==> src/rtl/phy_mgmt_sequencer.sv <==
`default_nettype none
// ============================================================================
// Module   : phy_mgmt_sequencer
// Brief    : PHY reset/settle, per-port init write and round-robin BMSR link
//            polling for four RGMII PHYs behind one shared MDIO engine.
// Revision : 1.0 - initial release
// ============================================================================
module phy_mgmt_sequencer #(
    parameter int unsigned RST_CYCLES    = 1250000,
    parameter int unsigned SETTLE_CYCLES = 625000,
    parameter int unsigned POLL_CYCLES   = 12500000,
    parameter int unsigned RSP_TIMEOUT   = 65535,
    parameter logic [4:0]  PHY_ADDR_BASE = 5'd0,
    parameter logic [4:0]  INIT_REG      = 5'd20,
    parameter logic [15:0] INIT_DATA     = 16'h0CE2
) (
    input  logic        bd_fclk0_125m,
    input  logic        bd_rst,
    input  logic        sw_rst_req,
    output logic        phy_rst_n,
    output logic        cmd_valid,
    input  logic        cmd_ready,
    output logic        cmd_write,
    output logic [4:0]  cmd_phyad,
    output logic [4:0]  cmd_regad,
    output logic [15:0] cmd_wdata,
    input  logic        rsp_valid,
    input  logic [15:0] rsp_rdata,
    output logic [3:0]  link_up,
    output logic        init_done,
    output logic        timeout_err
);

    localparam int unsigned c_MAX_A = (RST_CYCLES > SETTLE_CYCLES) ? RST_CYCLES : SETTLE_CYCLES;
    localparam int unsigned c_MAX_B = (POLL_CYCLES > RSP_TIMEOUT) ? POLL_CYCLES : RSP_TIMEOUT;
    localparam int unsigned c_MAX   = (c_MAX_A > c_MAX_B) ? c_MAX_A : c_MAX_B;
    localparam int unsigned c_TW    = $clog2(c_MAX + 1);

    // Timer holds "cycles remaining minus one"; a state exits when it reads zero.
    localparam logic [c_TW-1:0] c_LD_RST    = c_TW'(RST_CYCLES - 1);
    localparam logic [c_TW-1:0] c_LD_SETTLE = c_TW'(SETTLE_CYCLES - 1);
    localparam logic [c_TW-1:0] c_LD_POLL   = c_TW'(POLL_CYCLES - 1);
    localparam logic [c_TW-1:0] c_LD_RSP    = c_TW'(RSP_TIMEOUT - 1);
    localparam logic [4:0]      c_REG_BMSR  = 5'd1;

    typedef enum logic [2:0] {
        ST_RST_HOLD  = 3'd0,
        ST_SETTLE    = 3'd1,
        ST_INIT_REQ  = 3'd2,
        ST_INIT_WAIT = 3'd3,
        ST_POLL_IDLE = 3'd4,
        ST_POLL_REQ  = 3'd5,
        ST_POLL_WAIT = 3'd6
    } state_t;

    state_t          r_state, w_state_nxt;
    logic [c_TW-1:0] r_tmr, w_tmr_nxt;
    logic [1:0]      r_port, w_port_nxt;

    logic        w_phy_rst_n_nxt, w_cmd_valid_nxt, w_cmd_write_nxt;
    logic [4:0]  w_cmd_phyad_nxt, w_cmd_regad_nxt;
    logic [15:0] w_cmd_wdata_nxt;
    logic [3:0]  w_link_up_nxt;
    logic        w_init_done_nxt, w_timeout_err_nxt;
    logic        w_issue_init, w_issue_poll, w_rsp_done, w_tmr_zero;

    // Only BMSR link-status bit 2 is consumed.
    logic w_unused_rdata;
    assign w_unused_rdata = ^{rsp_rdata[15:3], rsp_rdata[1:0]};

    assign w_tmr_zero = (r_tmr == '0);
    assign w_rsp_done = rsp_valid || w_tmr_zero;

    always_comb begin
        w_state_nxt       = r_state;
        w_tmr_nxt         = r_tmr;
        w_port_nxt        = r_port;
        w_phy_rst_n_nxt   = phy_rst_n;
        w_cmd_valid_nxt   = cmd_valid;
        w_cmd_write_nxt   = cmd_write;
        w_cmd_phyad_nxt   = cmd_phyad;
        w_cmd_regad_nxt   = cmd_regad;
        w_cmd_wdata_nxt   = cmd_wdata;
        w_link_up_nxt     = link_up;
        w_init_done_nxt   = init_done;
        w_timeout_err_nxt = timeout_err;
        w_issue_init      = 1'b0;
        w_issue_poll      = 1'b0;

        case (r_state)
            ST_RST_HOLD: begin
                w_phy_rst_n_nxt = 1'b0;
                if (w_tmr_zero) begin
                    w_state_nxt     = ST_SETTLE;
                    w_tmr_nxt       = c_LD_SETTLE;
                    w_phy_rst_n_nxt = 1'b1;
                end else begin
                    w_tmr_nxt = r_tmr - c_TW'(1);
                end
            end
            ST_SETTLE: begin
                if (w_tmr_zero) begin
                    w_port_nxt   = 2'd0;
                    w_issue_init = 1'b1;
                end else begin
                    w_tmr_nxt = r_tmr - c_TW'(1);
                end
            end
            ST_INIT_REQ, ST_POLL_REQ: begin
                if (cmd_valid && cmd_ready) begin
                    w_state_nxt     = (r_state == ST_INIT_REQ) ? ST_INIT_WAIT : ST_POLL_WAIT;
                    w_tmr_nxt       = c_LD_RSP;
                    w_cmd_valid_nxt = 1'b0;
                end
            end
            ST_INIT_WAIT: begin
                if (w_rsp_done) begin
                    if (!rsp_valid) begin
                        w_timeout_err_nxt = 1'b1;
                    end
                    if (r_port == 2'd3) begin
                        w_state_nxt     = ST_POLL_IDLE;
                        w_tmr_nxt       = c_LD_POLL;
                        w_init_done_nxt = 1'b1;
                    end else begin
                        w_port_nxt   = r_port + 2'd1;
                        w_issue_init = 1'b1;
                    end
                end else begin
                    w_tmr_nxt = r_tmr - c_TW'(1);
                end
            end
            ST_POLL_IDLE: begin
                if (w_tmr_zero) begin
                    w_port_nxt   = 2'd0;
                    w_issue_poll = 1'b1;
                end else begin
                    w_tmr_nxt = r_tmr - c_TW'(1);
                end
            end
            ST_POLL_WAIT: begin
                if (w_rsp_done) begin
                    if (rsp_valid) begin
                        w_link_up_nxt[r_port] = rsp_rdata[2];
                    end else begin
                        w_link_up_nxt[r_port] = 1'b0;
                        w_timeout_err_nxt     = 1'b1;
                    end
                    if (r_port == 2'd3) begin
                        w_state_nxt = ST_POLL_IDLE;
                        w_tmr_nxt   = c_LD_POLL;
                    end else begin
                        w_port_nxt   = r_port + 2'd1;
                        w_issue_poll = 1'b1;
                    end
                end else begin
                    w_tmr_nxt = r_tmr - c_TW'(1);
                end
            end
            default: begin
                w_state_nxt = ST_RST_HOLD;
                w_tmr_nxt   = c_LD_RST;
            end
        endcase

        if (w_issue_init) begin
            w_state_nxt     = ST_INIT_REQ;
            w_cmd_valid_nxt = 1'b1;
            w_cmd_write_nxt = 1'b1;
            w_cmd_phyad_nxt = PHY_ADDR_BASE + {3'b000, w_port_nxt};
            w_cmd_regad_nxt = INIT_REG;
            w_cmd_wdata_nxt = INIT_DATA;
        end
        if (w_issue_poll) begin
            w_state_nxt     = ST_POLL_REQ;
            w_cmd_valid_nxt = 1'b1;
            w_cmd_write_nxt = 1'b0;
            w_cmd_phyad_nxt = PHY_ADDR_BASE + {3'b000, w_port_nxt};
            w_cmd_regad_nxt = c_REG_BMSR;
            w_cmd_wdata_nxt = 16'h0000;
        end

        // Software restart wins over everything but keeps the sticky error.
        if (sw_rst_req) begin
            w_state_nxt     = ST_RST_HOLD;
            w_tmr_nxt       = c_LD_RST;
            w_phy_rst_n_nxt = 1'b0;
            w_cmd_valid_nxt = 1'b0;
            w_link_up_nxt   = 4'b0000;
            w_init_done_nxt = 1'b0;
        end
    end

    always_ff @(posedge bd_fclk0_125m) begin
        if (bd_rst) begin
            r_state     <= ST_RST_HOLD;
            r_tmr       <= c_LD_RST;
            r_port      <= 2'd0;
            phy_rst_n   <= 1'b0;
            cmd_valid   <= 1'b0;
            cmd_write   <= 1'b0;
            cmd_phyad   <= 5'd0;
            cmd_regad   <= 5'd0;
            cmd_wdata   <= 16'h0000;
            link_up     <= 4'b0000;
            init_done   <= 1'b0;
            timeout_err <= 1'b0;
        end else begin
            r_state     <= w_state_nxt;
            r_tmr       <= w_tmr_nxt;
            r_port      <= w_port_nxt;
            phy_rst_n   <= w_phy_rst_n_nxt;
            cmd_valid   <= w_cmd_valid_nxt;
            cmd_write   <= w_cmd_write_nxt;
            cmd_phyad   <= w_cmd_phyad_nxt;
            cmd_regad   <= w_cmd_regad_nxt;
            cmd_wdata   <= w_cmd_wdata_nxt;
            link_up     <= w_link_up_nxt;
            init_done   <= w_init_done_nxt;
            timeout_err <= w_timeout_err_nxt;
        end
    end

endmodule
`default_nettype wire

==> config.mk <==
export PLATFORM = sky130hd
export DESIGN_NAME = phy_mgmt_sequencer
export DESIGN_NICKNAME = d
export VERILOG_FILES = /design/src/rtl/phy_mgmt_sequencer.sv
export SDC_FILE = /design/constraint.sdc
export NUM_CORES = 1
export LEC_CHECK = 0
export ABC_CLOCK_PERIOD_IN_PS = 2300
export BUFFER_PORTS_ARGS = -buffer_cell sky130_fd_sc_hd__clkbuf_2
export CORE_MARGIN = 4
export CORE_UTILIZATION = 50
export CTS_BUF_LIST = sky130_fd_sc_hd__clkbuf_16
export CTS_CLUSTER_DIAMETER = 40
export DETAILED_ROUTE_END_ITERATION = 10
export PLACE_DENSITY = 0.76
export SLEW_MARGIN = 40
export SYNTH_ARGS = -nofsm -noshare
export SYNTH_HDL_FRONTEND = slang
export SYNTH_SLANG_ARGS = --single-unit
==> constraint.sdc <==
create_clock -name bd_fclk0_125m -period 2.3 [get_ports bd_fclk0_125m]
set_input_delay 0.23 -clock bd_fclk0_125m [delete_from_list [all_inputs] [get_ports bd_fclk0_125m]]
set_output_delay 0.23 -clock bd_fclk0_125m [all_outputs]
set_load 0.03 [all_outputs]
==> impl_results.md, run 1 <==
- Status: completed
- FMAX: 450 MHz
- Final ANT Viol Nets: 0
- GR Util met3: 3.76%
- Cts bufs inserted: 5
- PortBufs: 25
- CTS tree: done
- RR Endpoint: r_state[1]$_SDFFE_PP0P_
- Worst reg-to-reg path cell count: 6
- Vias: 3053
- CTS Buffer Depth: 2
- Xor/xnor share of the synthesized area: 1.25%
- Peak supply drop: 0.000298 V
- Hold_ws: 0.248 ns
- Max-slew violations: 0
- Sequential Power Share: 45.1%
- GRT Overall Usage: 24.5%
- Pin count of the biggest net entering global routing: 27
- Met2 usage: 40.7%
- Clock slew at reported path FFs: 0.06 ns
- DR pass1 iterations: 5
- Cell count after synthesis: 367
- CP top delay family: compound AO/OA/AOI/OAI gates
- Mux contribution to synthesized area: 1.43%
- Antenna diodes: 0
- Cell variety after synth: 64
- FF-to-FF setup slack: 0.08 ns
- WHS Endpoint: cmd_phyad[1]$_SDFFE_PP0P_
- Final net count: 437
- CP max FO: 13
- WP data arrival: 2.43 ns
- IO Count: 56
- Drt drc: 0
- Synthesized flop and latch total: 41
- Yosys warns: 0
- Synthesized-area fraction occupied by adder cells: 0.805%
- First-pass GRT wire length: 14200 µm
- Core area: 5270 µm²
- Avg Synthesized Cell Area: 7.62 µm²
- Die area: 6860 µm²
- CTS Sinks: 41
- Hold-fix buffers, CTS: 0
- Htree depth: 2
- Total gr overflow: 0
- Rows: 26
- Type of origin of the critical path: flip-flop
- Drt total wl: 8450 µm
- Die H: 82.8 µm
- Worst hold path startpoint: bd_rst
- Met1 Use GR: 32.5%
- WHS Path Cells: 2
- LEAKAGE: 1.35 nW
- Slew headroom: 63.4%
- Primary FF master, synth: dfxtp_1
- Cells along the critical path: or2_2 > o21ai_1 > a31o_2 > nor2_1 > o221ai_1 > a31oi_1
- Max cap viols: 0
- Placer's final routability congestion estimate: 0.918
- EDFF count, synth: 0
- Overall Power: 1.58 mW
- Required @ worst endpoint: 2.51 ns
- Vias per cell: 6.28
- CP endpoint kind: flip-flop
- Root buffer cell: clkbuf_16
- Number of failing hold endpoints at the final stage: 0
- Async set-reset flop share out of synthesis: 0%
- Largest family of logic cells by synthesized area: compound AO/OA/AOI/OAI gates
- Synthesized area: 2800 µm²
- WP buf/inv: 0
- Antenna violations before repair: 0
- Synth-to-layout area growth: 20.5%
- CP max-delay cell: dfxtp_1
- Final Critical Period: 2.22 ns
- Fin util: 64.0%
- Register area share after synthesis: 29.3%
- Initial core utilization: 53.1%
- Cell Pwr Density: 468 nW/µm²
- Min-Delay Path Class: in -> reg
- Reg2reg start: r_state[0]$_SDFFE_PP0P_
- DR iter-0 viols: 288
- Net Sw Frac: 21.8%
- Combinational cell fraction of total power: 4.8%
- Setup Viol. Count Final: 0
- Worst skew pair latency: 0.28 ns
- Die X: 82.8 µm
- Vias in the first global route: 2849
- GRT busiest layer: met2
- Internal Pwr Total: 1.23 mW
- Compound-Gate Fraction of Synth Area: 28.8%
- Critical setup path kind: reg -> reg
- NetSw: 0.344 mW
- Clock Skews: 0.00522 ns
- CP peak stage delay: 0.56 ns
- Finished Layout Cells: 486
- Hpwl dp: 6170 µm
- Placed Cells: 474
- WL per Instance: 17.4 µm
- Fraction of layout cells with a size suffix above 1: 24.8%
- Simple-Gate Fraction of Synth Area: 27.4%
- Clock Power Share: 50.0%
- Worst Tran Pin Value: 0.547 ns
- RSZ-0062 raised after global routing: true
- Part of the cycle the worst path needs: 96.5%
[repair_timing]
item	in CTS	in global routing
buffers inserted	0	4
setup endpoints to repair	2	30
resized for setup	1	9
pin swaps	0	3
[layer usage]
metal,wire length [µm],part of all wire [%],up-vias
li1,-,-,1431
met1,3560,42,1435
met2,4050,48,154
met3,582,6.9,33
met4,256,3.0,0
met5,0,0,-
[through the flow]
step,setup TNS (ns),cell area (µm²),setup slack [ns]
4_1_cts,0,3300,0.00853
3_5_place_dp,-0.0202,3130,-0.0142
5_1_grt,-0.0591,3370,-0.0209
3_3_place_gp,0,3130,0.0596
2_1_floorplan,0,2850,0.152
6_report,0,3370,0.0801
[power by group through the flow]
stage | Sequential [mW] | Clock (mW) | Combinational [mW]
floorplan | 0.729 | 0 | 0.0736
global placement | 0.728 | 0 | 0.0731
detailed placement | 0.728 | 0 | 0.0746
CTS | 0.713 | 0.805 | 0.0746
global route | 0.712 | 0.831 | 0.0815
finish | 0.713 | 0.790 | 0.0762
[worst reg2reg max path, cell delays in order (launching register included)]
cell and delay, ns:
dfxtp_1 0.56, or2_2 0.30, o21ai_1 0.14, a31o_2 0.30, nor2_1 0.44, o221ai_1 0.22
a31oi_1 0.19
[area by class of cell]
type	instances	area [µm²]
fillers	483	1900
multi-input cells	285	1770
flip-flops and latches	41	821
repair buffers	72	490
clock buffers	5	125
well taps	70	87.6
clock inverters	3	41.3
inverters	10	37.5
[sequential cells by signal (all words and copies together) (netlist names)]
register and flops:
cmd_phyad 2, cmd_regad 2, cmd_valid 1, init_done 1, link_up 4, phy_rst_n 1
r_port 2, r_state 3, r_tmr 24, timeout_err 1
[cells in the mapped netlist (all sizes together) (5+ instances only)]
master,instances,share of area (%)
nor2,35,4.8
nand3,11,2.0
o21ai,36,6.4
clkbuf,15,2.0
buf,30,7.5
nor3,23,4.1
a211oi,5,1.3
inv,10,1.3
a21oi,31,5.7
nor4,9,3.5
nand2,26,3.5
dfxtp,41,29
a31oi,9,2.0
o211ai,7,1.9
[cell usage in the layout (no fill, tap or decap), drive strengths merged, types with 5 or more instances in the layout]
cell | synthesis | routed
buf | 30 | 47
o211ai | 7 | 7
inv | 10 | 10
nor4 | 9 | 9
a21oi | 31 | 31
a211oi | 5 | 5
a31oi | 9 | 9
dfxtp | 41 | 41
nor3 | 23 | 23
conb | 1 | 15
o21ai | 36 | 36
nor2 | 35 | 35
nand3 | 11 | 11
nand2 | 26 | 26
clkbuf | 15 | 30
[cells by family (layout without fill, tap and decap cells)]
kind of cell / after synthesis / in the layout
and+or+nand+nor: 135 / 135
AOI/OAI and AO/OA: 125 / 125
buffers and inverters: 55 / 90
DFF: 41 / 41
xor gates and xnor gates: 4 / 4
muxes: 4 / 4
adders and majority gates: 2 / 2
other: 1 / 15
[how the worst max path moves through the flow]
stage,slack [ns],startpoint,endpoint,cells past startpoint
6_report,0.08,r_state[0]$_SDFFE_PP0P_,r_state[1]$_SDFFE_PP0P_,6
4_1_cts,0.009,r_tmr[0]$_SDFFE_PP1P_,r_tmr[7]$_SDFFE_PP1P_,8
3_3_place_gp,0.06,r_tmr[0]$_SDFFE_PP1P_,r_tmr[9]$_SDFFE_PP1P_,8
3_5_place_dp,-0.01,r_tmr[0]$_SDFFE_PP1P_,r_tmr[1]$_SDFFE_PP1P_,8
2_1_floorplan,0.15,r_tmr[0]$_SDFFE_PP1P_,r_tmr[7]$_SDFFE_PP1P_,8
5_1_grt,-0.02,r_tmr[0]$_SDFFE_PP1P_,r_tmr[9]$_SDFFE_PP1P_,9
Note: power is estimated with default switching activity, not from simulation.
==> run 2, diff against run 1 <==
Settings changed: CORE_ASPECT_RATIO from default to 0.8.
==> impl_results.md, run 2 (synthesis gave the netlist of run 1 again) <==
- WL per Instance: 18.0 µm (+3.7%)
- PortBufs: 25 (unchanged)
- Die area: 6860 µm² (+0.11%)
- FF-to-FF setup slack: 0.11 ns (+0.03 ns)
- Commonest cells after routing, fill and taps aside: 48 x buf_4, 41 x dfxtp_1, 34 x nor2_1, 33 x o21ai_0, 29 x a21oi_1
- Reg2reg start: r_tmr[1]$_SDFFE_PP1P_
- Clock slew at reported path FFs: 0.06 ns (about the same)
- Vias per cell: 6.13 (-2.5%)
- Die H: 74.9 µm (-9.5%)
- Drt total wl: 8940 µm (+5.8%)
- Placer's final routability congestion estimate: 1.01 (+10%)
- Top reg by flops: r_tmr
- Vias in the first global route: 2680 (-5.9%)
- Status: completed
- Antenna violations before repair: 0 (unchanged)
- LEAKAGE: 1.33 nW (-1.0%)
- Max reg flops: 24 (unchanged)
- First-pass GRT wire length: 13900 µm (-1.7%)
- Synth-to-layout area growth: 21.3%
- Net Sw Frac: 23.3% (+1.5 points)
- Final Critical Period: 2.19 ns (-0.0268 ns)
- Final ANT Viol Nets: 0 (unchanged)
- Cts bufs inserted: 5 (unchanged)
- Commonest non-fill, non-tap cell in the layout: buf_4
- Core area: 5440 µm² (+3.1%)
- Hold_ws: 0.231 ns (-0.0166 ns)
- WHS Endpoint: cmd_valid$_SDFFE_PP0P_
- WHS Path Cells: 3 (+1)
- Pin count of the biggest net entering global routing: 21 (-22%)
- Min-Delay Path Class: in -> reg
- Setup slack after layout: 0.107 ns (+0.0268 ns)
- Hold-fix buffers, CTS: 0 (unchanged)
- Dpl ws: -0.0541 ns (-0.0399 ns)
- Drt drc: 0 (unchanged)
- Worst skew pair latency: 0.29 ns (about the same)
- GRT Overall Usage: 26.1% (+1.6 points)
- Worst hold path startpoint: cmd_ready
- CTS tree: done
- CP max FO: 6 (-7)
- Internal Pwr Total: 1.24 mW (+0.30%)
- Max cap viols: 0 (unchanged)
- Peak supply drop: 0.000349 V (+17%)
- WP data arrival: 2.35 ns (-0.08 ns)
- Hpwl dp: 6530 µm (+5.7%)
- NetSw: 0.376 mW (+9.2%)
- Cell Pwr Density: 476 nW/µm² (+1.6%)
- Clock Power Share: 51.3% (+1.3 points)
- Initial core utilization: 51.5% (-1.6 points)
- Required @ worst endpoint: 2.46 ns (-0.05 ns)
- DR pass1 iterations: 5 (unchanged)
- CTS Buffer Depth: 2 (unchanged)
- Max-slew violations: 0 (unchanged)
- Worst reg-to-reg path cell count: 10 (+4)
- CP endpoint kind: flip-flop
- Rows: 24 (-7.7%)
- Slew headroom: 58.9% (-4.5 points)
- Largest regs: r_tmr: 24 flops, link_up: 4 flops, r_state: 3 flops
- Vias: 3038 (-0.49%)
- Antenna diodes: 0 (unchanged)
- Sequential Power Share: 44.1% (-1.0 points)
- DR iter-0 viols: 386 (+34%)
- Part of the cycle the worst path needs: 95.4% (-1.2 points)
- Filler Cells Inserted: 488 (+1.0%)
- Number of failing hold endpoints at the final stage: 0 (unchanged)
- FMAX: 456 MHz (+1.2%)
- Combinational cell fraction of total power: 4.6% (-0.2 points)
- Final net count: 439 (+0.46%)
- Setup Viol. Count Final: 0 (unchanged)
- RR Endpoint: r_state[1]$_SDFFE_PP0P_
- Critical setup path kind: reg -> reg
- Root buffer cell: clkbuf_16
- Worst Tran Pin Value: 0.615 ns (+0.0675 ns)
- Total gr overflow: 0 (unchanged)
- Die X: 91.6 µm (+11%)
- Fraction of layout cells with a size suffix above 1: 25.6% (+0.84 points)
- IO Count: 56 (unchanged)
- Clock Skews: 0.00696 ns (+0.00174 ns)
- Htree depth: 2 (unchanged)
- Type of origin of the critical path: flip-flop
- CTS Sinks: 41 (unchanged)
## run 2: what timing repair did
| action | in CTS | in global routing |
|---|---|---|
| resized for setup | 2 | 8 |
| pin swaps | 0 | 3 |
| endpoints found under the setup margin | 2 | 12 |
| setup buffers | 0 | 2 |
## run 2: how the worst max path moves through the flow
stage / start / endpoint / cells after the start
finish: r_tmr[1]$_SDFFE_PP1P_ / r_state[1]$_SDFFE_PP0P_ / 10
global route: r_tmr[1]$_SDFFE_PP1P_ / r_tmr[17]$_SDFFE_PP1P_ / 10
CTS: r_tmr[1]$_SDFFE_PP1P_ / r_tmr[7]$_SDFFE_PP1P_ / 9
detailed placement: r_tmr[1]$_SDFFE_PP1P_ / r_tmr[7]$_SDFFE_PP1P_ / 9
global placement: r_tmr[1]$_SDFFE_PP1P_ / r_tmr[7]$_SDFFE_PP1P_ / 9
floorplan: r_tmr[0]$_SDFFE_PP1P_ / r_tmr[7]$_SDFFE_PP1P_ / 8
## run 2: per-stage QoR
| step | total power [mW] | util (%) | instances | setup TNS, ns | instance area, µm² |
|---|---|---|---|---|---|
| floorplan | 0.803 | - | 381 | 0 | 2850 |
| global placement | 0.801 | 58.4 | 486 | 0 | 3170 |
| detailed placement | 0.801 | 58.4 | 486 | -0.0560 | 3170 |
| CTS | 1.61 | 61.6 | 494 | 0 | 3350 |
| global route | 1.65 | 62.5 | 496 | -0.00137 | 3390 |
| finish | 1.61 | 62.5 | 496 | 0 | 3390 |
## run 2: worst max-delay path, stage by stage, from the launching register on
cell and delay (ns):
dfxtp_1 0.32, inv_1 0.05, ha_1 0.17, nor3b_2 0.17, buf_4 0.17, nand4_2 0.17, buf_4 0.20, o21ai_0 0.31
nand2_1 0.18, o221ai_1 0.21, a31oi_1 0.10
## run 2: metal layers
| layer | global-route usage [%] | wire, µm |
|---|---|---|
| met1 | 39.4 | 4120 |
| met2 | 38.0 | 3650 |
| met3 | 3.70 | 990 |
| met4 | 8.53 | 183 |
| met5 | 0 | 0 |
## run 2: final cells by class
cell class | count | area, µm² | area share, %
Clock inverter | 3 | 46.3 | 1.36
Sequential cell | 41 | 821 | 24.2
Multi-Input combinational cell | 285 | 1760 | 51.9
Inverter | 10 | 37.5 | 1.11
Tap cell | 78 | 97.6 | 2.88
Timing Repair Buffer | 74 | 505 | 14.9
Clock buffer | 5 | 125 | 3.69
## run 2: power by group through the flow
| stage | clock network [mW] | logic (mW) | registers [mW] |
|---|---|---|---|
| after floorplan | 0 | 0.0736 | 0.729 |
| final | 0.828 | 0.0746 | 0.712 |
| after global placement | 0 | 0.0726 | 0.728 |
| after CTS | 0.828 | 0.0731 | 0.712 |
| after detailed placement | 0 | 0.0728 | 0.728 |
| after global routing | 0.861 | 0.0786 | 0.712 |
